[config.mk]
export PLATFORM = sky130hd
export DESIGN_NAME = uart_tx_frame_flat
export DESIGN_NICKNAME = d
export VERILOG_FILES = /design/src/rtl/uart_tx_frame_if.sv /design/src/rtl/uart_tx_frame.sv /design/src/flat_wrapper.sv
export SDC_FILE = /design/constraint.sdc
export NUM_CORES = 1
export LEC_CHECK = 0
export ABC_AREA = 1
export CAP_MARGIN = 20
export CORE_MARGIN = 2
export CORE_UTILIZATION = 48
export DETAILED_ROUTE_END_ITERATION = 6
export GPL_ROUTABILITY_DRIVEN = 1
export PLACE_DENSITY = 0.77
export SLEW_MARGIN = 30
export SYNTH_ARGS = -nofsm -noshare
export SYNTH_HDL_FRONTEND = slang
export SYNTH_SLANG_ARGS = --single-unit
[constraint.sdc]
create_clock -name clk -period 1.3 [get_ports clk]
set_clock_uncertainty 0.1 [all_clocks]
set_input_delay 0.26 -clock clk [delete_from_list [all_inputs] [get_ports clk]]
set_output_delay 0.26 -clock clk [all_outputs]
set_load 0.005 [all_outputs]
[src/rtl/uart_tx_frame_if.sv]
// Byte handshake and serial-line bundle between a UART transmit client and uart_tx_frame.
interface uart_tx_frame_if;
    logic [7:0] data_in;
    logic       valid;
    logic       ready;
    logic       tx;
    logic       busy;

    modport master (output data_in, output valid, input ready, input tx, input busy);
    modport slave  (input data_in, input valid, output ready, output tx, output busy);
endinterface

[src/rtl/uart_tx_frame.sv]
// UART transmitter: start, 8 data bits LSB first, optional even parity, stop; idle-high line.
// Define UART_TX_PARITY_EN for 8E1 framing; leave it undefined for 8N1.
module uart_tx_frame #(
    parameter int CLK_FREQ = 50000,
    parameter int BAUDRATE = 10000
) (
    input  logic            clk,
    input  logic            reset,
    uart_tx_frame_if.slave  bus
);
    localparam int CLKS_PER_BIT = CLK_FREQ / BAUDRATE;
    localparam int BAUD_W       = (CLKS_PER_BIT > 1) ? $clog2(CLKS_PER_BIT) : 1;
    localparam logic [BAUD_W-1:0] BAUD_LAST = BAUD_W'(CLKS_PER_BIT - 1);

`ifdef UART_TX_PARITY_EN
    typedef enum logic [2:0] {IDLE, START, DATA, PARITY, STOP} state_t;
`else
    typedef enum logic [2:0] {IDLE, START, DATA, STOP} state_t;
`endif

    state_t            state;
    logic [BAUD_W-1:0] baud_cnt;
    logic [2:0]        bit_idx;
    logic [7:0]        shift;
    logic              tx_r;
    logic              ready_r;
    logic              busy_r;
    logic              bit_done;
`ifdef UART_TX_PARITY_EN
    logic              parity;
`endif

    assign bit_done  = (baud_cnt == BAUD_LAST);
    assign bus.tx    = tx_r;
    assign bus.ready = ready_r;
    assign bus.busy  = busy_r;

    // tx is always loaded with the value of the bit being entered, so the line is registered.
    always_ff @(posedge clk or posedge reset) begin
        if (reset) begin
            state    <= IDLE;
            baud_cnt <= '0;
            bit_idx  <= '0;
            shift    <= '0;
            tx_r     <= 1'b1;
            ready_r  <= 1'b1;
            busy_r   <= 1'b0;
`ifdef UART_TX_PARITY_EN
            parity   <= 1'b0;
`endif
        end else if (state == IDLE) begin
            baud_cnt <= '0;
            if (bus.valid && ready_r) begin
                shift   <= bus.data_in;
`ifdef UART_TX_PARITY_EN
                parity  <= ^bus.data_in;
`endif
                bit_idx <= '0;
                state   <= START;
                tx_r    <= 1'b0;
                ready_r <= 1'b0;
                busy_r  <= 1'b1;
            end
        end else begin
            baud_cnt <= bit_done ? '0 : baud_cnt + BAUD_W'(1);
            if (bit_done) begin
                case (state)
                    START: begin
                        state <= DATA;
                        tx_r  <= shift[0];
                    end
                    DATA: begin
                        if (bit_idx == 3'd7) begin
`ifdef UART_TX_PARITY_EN
                            state <= PARITY;
                            tx_r  <= parity;
`else
                            state <= STOP;
                            tx_r  <= 1'b1;
`endif
                        end else begin
                            shift   <= {1'b0, shift[7:1]};
                            tx_r    <= shift[1];
                            bit_idx <= bit_idx + 3'd1;
                        end
                    end
`ifdef UART_TX_PARITY_EN
                    PARITY: begin
                        state <= STOP;
                        tx_r  <= 1'b1;
                    end
`endif
                    STOP: begin
                        state   <= IDLE;
                        tx_r    <= 1'b1;
                        ready_r <= 1'b1;
                        busy_r  <= 1'b0;
                    end
                    default: begin
                        state   <= IDLE;
                        tx_r    <= 1'b1;
                        ready_r <= 1'b1;
                        busy_r  <= 1'b0;
                    end
                endcase
            end
        end
    end
endmodule
[src/flat_wrapper.sv]
// flat-port wrapper written by rule: the top's interface ports become plain ports
module uart_tx_frame_flat 
#(
    parameter int CLK_FREQ = 50000,
    parameter int BAUDRATE = 10000
)
  (clk, reset, bus_data_in, bus_valid, bus_ready, bus_tx, bus_busy);
  uart_tx_frame_if bus_i ();
  input  logic clk;
  input  logic reset;
  input wire logic [$bits(bus_i.data_in)-1:0] bus_data_in;
  input wire logic [$bits(bus_i.valid)-1:0] bus_valid;
  output wire logic [$bits(bus_i.ready)-1:0] bus_ready;
  output wire logic [$bits(bus_i.tx)-1:0] bus_tx;
  output wire logic [$bits(bus_i.busy)-1:0] bus_busy;
  assign bus_i.data_in = bus_data_in;
  assign bus_i.valid = bus_valid;
  assign bus_ready = bus_i.ready;
  assign bus_tx = bus_i.tx;
  assign bus_busy = bus_i.busy;
  uart_tx_frame #(.CLK_FREQ(CLK_FREQ), .BAUDRATE(BAUDRATE)) u_core (.clk(clk), .reset(reset), .bus(bus_i));
endmodule
==> results.md, run 1 <==
- Drt drc: 0
- Max clock buf depth: 2
- Critical path fanouts, max: 7
- Fin Hold WS: about 110 ps
- Reg clk slew, reported paths: ~120 ps
- Failing checks: setup timing
- CP required: 1430 ps
- Synth area leader: dfrtp_1
- Clock Sink Count: 19
- Wirelength per Cell: between 10 and 15 um
- Library cells used by synthesis: 20
- Crit path arrival time: between 1500 and 2000 ps
- Core area: approximately 2200 um^2
- Die Y: between 50 and 60 um
- Most used cell, CP: inv_2
- Setup-failing EPs final: 21
- RR Endpoint: u_core.shift[3]
- Most frequent cells in the layout: 49 x nand2_1, 20 x buf_4, 17 x dfrtp_1, 15 x nand3_2, 12 x nand3_1
- Crit start category: register
- Clk_lat worst skew: around 320 ps
- Worst-Margin Slew: about 180 ps
- RSZ-0062 raised after global routing: true
- FP Rows: 17
- Hold WC Path Type: in -> async
- IO Pins: 14
- Post-synthesis cell count: around 130
- Leakage: roughly 0.80 nW
- GRT Util Overall: around 22%
- Post-route ant nets: 0
- Detail Placement HPWL: approximately 1700 um
- #FFs+latches synth: 19
- Seq/Total Area, Yosys: between 40% and 50%
- DR pass1 iterations: 4
- Initial DRC Count: 10
- Synthesized area per cell: a little over 8 um^2
- Fin crit share: 113%
- Max incr delay on CP: approximately 420 ps
- Number of max-cap violations: 0
- Sequence of cells on the critical path: ha_2 -> ha_4 -> inv_2 -> nand2_2 -> inv_2 -> nand2_4 -> buf_12 -> nand3_1 -> nand2_1
- Port Buffers: 13
- CTS tree: built
- Worst R2R Setup Slack: -170 ps
- Initial antenna violation count: 0
- Grt total ovfl: 0
- Post-layout nets: 190
- Delay-heaviest family, CP: flip-flops
- Antenna cells: 0
- Minimum clock period: between 1000 and 1500 ps
- Slowest-stage cell, CP: dfrtp_1
- Top cells by area, synth: dfrtp_1 39%, nand2_1 18%, nand3_1 11%, ha_1 8.1%, dfstp_2 4.8%
- Largest net degree at the start of global routing: 13
- Pwr dens: between 1500 and 2000 nW/um^2
- Worst Reg-to-Reg Cells: 9
- Worst path bufs/invs: 3
- Post-synthesis cell area: ~1100 um^2
- Htree depth: 1
- CP Launch Point: u_core.bit_idx[0]
- Fmax: 680 MHz
- Worst r2r src: u_core.bit_idx[0]
- Setup TNS: -2480 ps
- Critical path endpoint category: register
- Wirelength, routed: ~2600 um
- Vias in the first global route: approximately 1,000
- Fraction of layout cells with a size suffix above 1: between 40 and 50%
- Worst vdd ir: between 1 and 1.5 mV
- Vias per cell: between 5 and 6
- Area grow syn2layout: 46.5%
- Die Area: roughly 2700 um^2
- Routability congestion estimate: 0.894
- Die width: slightly above 50 um
- Clock Root Buffer: clkbuf_4
- Syn_nets: about 150
- Commonest non-fill, non-tap cell in the layout: nand2_1
- Initial Utilization: about half
- Type of the worst setup path: reg -> reg
- CTS Hold Bufs: 0
- Endpoints failing hold: 0
- Rel. slew slack: 88.1%
- Outcome: finished, violations left
- Yosys top cell area share: roughly two fifths
- First-pass GRT wire length: approximately 4300 um
- Final Worst Setup Slack: -170 ps
- Num CTS Buffers: 3
- Slew Limit Fails: 0
- Via count: approximately 1,000
- Synth Warn #: 0
[routing by layer]
layer,vias to the layer above,GRT usage (%),share of wire (%)
met5,-,0,0
met4,0,9.65,2.5
met3,5,3.74,3.7
met2,24,40.4,53
met1,477,25.3,41
li1,499,-,-
[worst register-to-register path: cells and delay by family (launching register included)]
kind                       cells  cell delay (ps)
DFF                            1              420
buffers and inverters          3              270
and+or+nand+nor                4              230
adders and majority gates      2              360
[state kept, by name (all words and copies together) (netlist names)]
register          flops
u_core.bus.busy       1
u_core.shift          8
u_core.bit_idx        3
u_core.bus.ready      1
u_core.state          2
u_core.baud_cnt       3
u_core.bus.tx         1
[kinds of logic after synthesis]
kind of cell               Yosys count  share of synthesized area [%]
and+or+nand+nor                     88                           37.8
adders and majority gates            7                           8.06
AOI/OAI and AO/OA                    2                          0.921
buffers and inverters               17                           8.41
xor gates and xnor gates             1                          0.807
DFF                                 19                           44.0
[synth_stat cells]
| master | number |
|---|---|
| or2_2 | 1 |
| nand3_2 | 5 |
| o21ai_0 | 1 |
| nor2_2 | 1 |
| buf_2 | 1 |
| nor2_1 | 3 |
| inv_2 | 3 |
| nand3_1 | 23 |
| clkinv_1 | 1 |
| nand2_4 | 1 |
| dfstp_2 | 2 |
| a21oi_1 | 1 |
| nand2_2 | 3 |
| buf_4 | 1 |
| nand2_1 | 51 |
| buf_6 | 3 |
| xnor2_1 | 1 |
| inv_1 | 8 |
| ha_1 | 7 |
| dfrtp_1 | 17 |
[timing repair]
item,4_1_cts,5_1_grt
setup buffers,1,3
hold endpoints to repair,0,0
gates resized for setup,24,14
pin swaps,6,11
setup endpoints to repair,22,22
[area by class of cell]
class	instances	area, um^2
Fill cell	161	578
Multi-Input combinational cell	98	634
Sequential cell	19	478
Tap cell	28	35.0
Inverter	12	47.5
Clock buffer	3	22.5
Timing Repair Buffer	38	369
Clock inverter	1	5.00
[worst max-delay path by stage]
stage	end	slack [ps]	cells after the start
2_1_floorplan	u_core.shift[1]	-100	9
3_3_place_gp	u_core.shift[5]	-140	9
3_5_place_dp	u_core.shift[4]	-180	9
4_1_cts	u_core.shift[7]	-150	9
5_1_grt	u_core.shift[2]	-220	9
6_report	u_core.shift[3]	-170	9
[through the flow]
stage	worst slack, ps	total power, W	cells	utilization (%)	area [um^2]
final	-170	0.00266	199	73.4	1590
after detailed placement	-185	0.00208	191	65.6	1420
after CTS	-150	0.00251	196	69.8	1510
after floorplan	-104	0.00157	134	-	1100
after global placement	-142	0.00203	191	65.6	1420
after global routing	-221	0.00286	199	73.4	1590
[where the power goes]
group | switching, W | internal (W) | total (W)
registers | 0.000158 | 0.000802 | 0.000960
logic | 0.000687 | 0.000700 | 0.00139
clock network | 0.000200 | 0.000115 | 0.000316
No activity file was read; power rests on OpenSTA's default activity.
==> run 2: changes to the inputs <==
--- a/config.mk
+++ b/config.mk
@@ -7,11 +7,12 @@
 export LEC_CHECK = 0
 export ABC_AREA = 1
 export CAP_MARGIN = 20
+export CORE_ASPECT_RATIO = 1.2
 export CORE_MARGIN = 2
-export CORE_UTILIZATION = 48
+export CORE_UTILIZATION = 57
 export DETAILED_ROUTE_END_ITERATION = 6
 export GPL_ROUTABILITY_DRIVEN = 1
-export PLACE_DENSITY = 0.77
+export PLACE_DENSITY = 0.85
 export SLEW_MARGIN = 30
 export SYNTH_ARGS = -nofsm -noshare
 export SYNTH_HDL_FRONTEND = slang
==> constraint.sdc (replaced) <==
create_clock -name clk -period 1.7 [get_ports clk]
set_clock_uncertainty 0.1 [all_clocks]
set_input_delay 0.34 -clock clk [delete_from_list [all_inputs] [get_ports clk]]
set_output_delay 0.34 -clock clk [all_outputs]
set_load 0.005 [all_outputs]
==> run 2 against run 1 <==
  * The run now ends clean
  * First-iteration DRC count up 90%
  * Hold slack better by 56 ps
  * Global-route usage down 0.42 points
  * Critical path type is now reg -> out
  * Flip-flop and latch count did not move
  * Sequential power is 25% lower
  * Via count shrank 8.5%
  * Highest routed layer unchanged
==> results.md, run 2 (synthesis results as in run 1) <==
- Outcome: completed
- Wirelength, routed: about 2100 um
- Worst-Margin Slew: just under 300 ps
- RSZ-0062 raised after global routing: false
- Slowest-stage cell, CP: clkdlybuf4s50_1
- Die width: between 40 and 50 um
- DR pass1 iterations: 4
- Endpoints failing hold: 0
- Largest net degree at the start of global routing: 13
- Vias in the first global route: between 900 and 1,000
- Most frequent cells in the layout: 50 x nand2_1, 23 x nand3_1, 17 x dfrtp_1, 11 x clkdlybuf4s50_1, 8 x inv_1
- CTS tree: built
- Port Buffers: 13
- Final non-filler cell total: between 150 and 200
- Wirelength per Cell: between 10 and 15 um
- Slew Limit Fails: 0
- Worst vdd ir: roughly 0.8 mV
- Rel. slew slack: between 80% and 90%
- Minimum clock period: around 1600 ps
- Max reg flops: 8
- Drt drc: 0
- Fin crit share: a little over nine tenths
- Clock Root Buffer: clkbuf_4
- Htree depth: 1
- Fin Hold WS: approximately 170 ps
- FP Rows: 17
- Num CTS Buffers: 3
- IO Pins: 14
- Setup TNS: 0 ps
- Detail Placement HPWL: 1580 um
- Type of the worst setup path: reg -> out
- Reg clk slew, reported paths: between 100 and 150 ps
- Leakage: between 0.6 and 0.7 nW
- Post-layout nets: 170
- Critical path endpoint category: output port
- Crit start category: register
- Pwr dens: roughly 1300 nW/um^2
- Setup-failing EPs final: 0
- First-pass GRT wire length: about 3700 um
- Antenna cells: 0
- CP required: between 1000 and 1500 ps
- Delay-heaviest family, CP: buffers and inverters
- Post-route ant nets: 0
- Routability congestion estimate: 0.789
- Vias per cell: roughly 5.4
- Top flop regs: u_core.shift (8), u_core.baud_cnt (3), u_core.bit_idx (3)
- Max clock buf depth: 2
- Worst path bufs/invs: 1
- Max incr delay on CP: 500 ps
- DP Area: 1220 um^2
- Clk_lat worst skew: roughly 300 ps
- Place WS: approximately 73 ps
- Clock Sink Count: 19
- Via count: approximately 900
- Initial DRC Count: 19
- Commonest non-fill, non-tap cell in the layout: nand2_1
- Core area: roughly 1800 um^2
- Initial antenna violation count: 0
- Fmax: between 600 and 700 MHz
- Sequence of cells on the critical path: clkdlybuf4s50_1
- Top reg by flops: u_core.shift
- Number of max-cap violations: 0
- Final Worst Setup Slack: between 90 and 100 ps
- Critical path fanouts, max: 2
- Crit path arrival time: 1170 ps
- Fraction of layout cells with a size suffix above 1: 16.6%
- Die Y: around 52 um
- Hold WC Path Type: in -> async
- Final instance area: approximately 1300 um^2
- GRT Util Overall: 21.7%
- Die Area: between 2000 and 2500 um^2
- Grt total ovfl: 0
- Area grow syn2layout: 16.2%
- Inst Count DP: ~170
- Initial Utilization: 60.1%
==> run 2: metrics by stage <==
step / total power (W) / utilization (%)
2_1_floorplan: 0.00119 / -
3_3_place_gp: 0.00135 / 67.7
3_5_place_dp: 0.00140 / 67.7
4_1_cts: 0.00162 / 69.4
5_1_grt: 0.00176 / 69.8
6_report: 0.00161 / 69.8
==> run 2: metal layers <==
layer  vias up  global-route usage, %  routed length [um]
li1        457                      -                   -
met1       432                   23.1                 841
met2        27                   41.4                1120
met3         4                   2.43                  87
met4         0                   10.1                  34
met5         -                      0                   0
==> run 2: what timing repair did <==
action	in CTS	in global routing
hold buffers	0	0
endpoints found under the setup margin	2	14
resized for setup	2	2
buffers inserted	1	0
==> run 2: final timing paths <==
| path | cells after the start | slack (ps) | startpoint | endpoint |
|---|---|---|---|---|
| max in group asynchronous | 3 | 870 | reset | u_core.baud_cnt[0] |
| worst min-delay path | 2 | 170 | reset | u_core.bus.busy |
| worst min register to register | 1 | 370 | u_core.baud_cnt[0] | u_core.baud_cnt[0] |
| worst max-delay path | 1 | 90 | u_core.bus.busy | bus_busy |
| worst max register to register | 6 | 130 | u_core.state[0] | u_core.state[0] |
| min in group clk | 1 | 370 | u_core.baud_cnt[0] | u_core.baud_cnt[0] |
==> run 2: final cells by class <==
type                       count  area [um^2]
clock buffer                   4         26.3
fill                         148          546
inverter                      12         45.0
multi-input combinational     98          524
sequential                    19          478
tap                           19         23.8
timing repair buffer          18          165
==> run 2: where the power goes <==
group | internal, W | leakage (nW) | total [W] | switching (W)
Combinational | 0.000275 | 0.414 | 0.000666 | 0.000391
Clock | 0.0000914 | 0.0150 | 0.000229 | 0.000138
Sequential | 0.000613 | 0.247 | 0.000716 | 0.000103
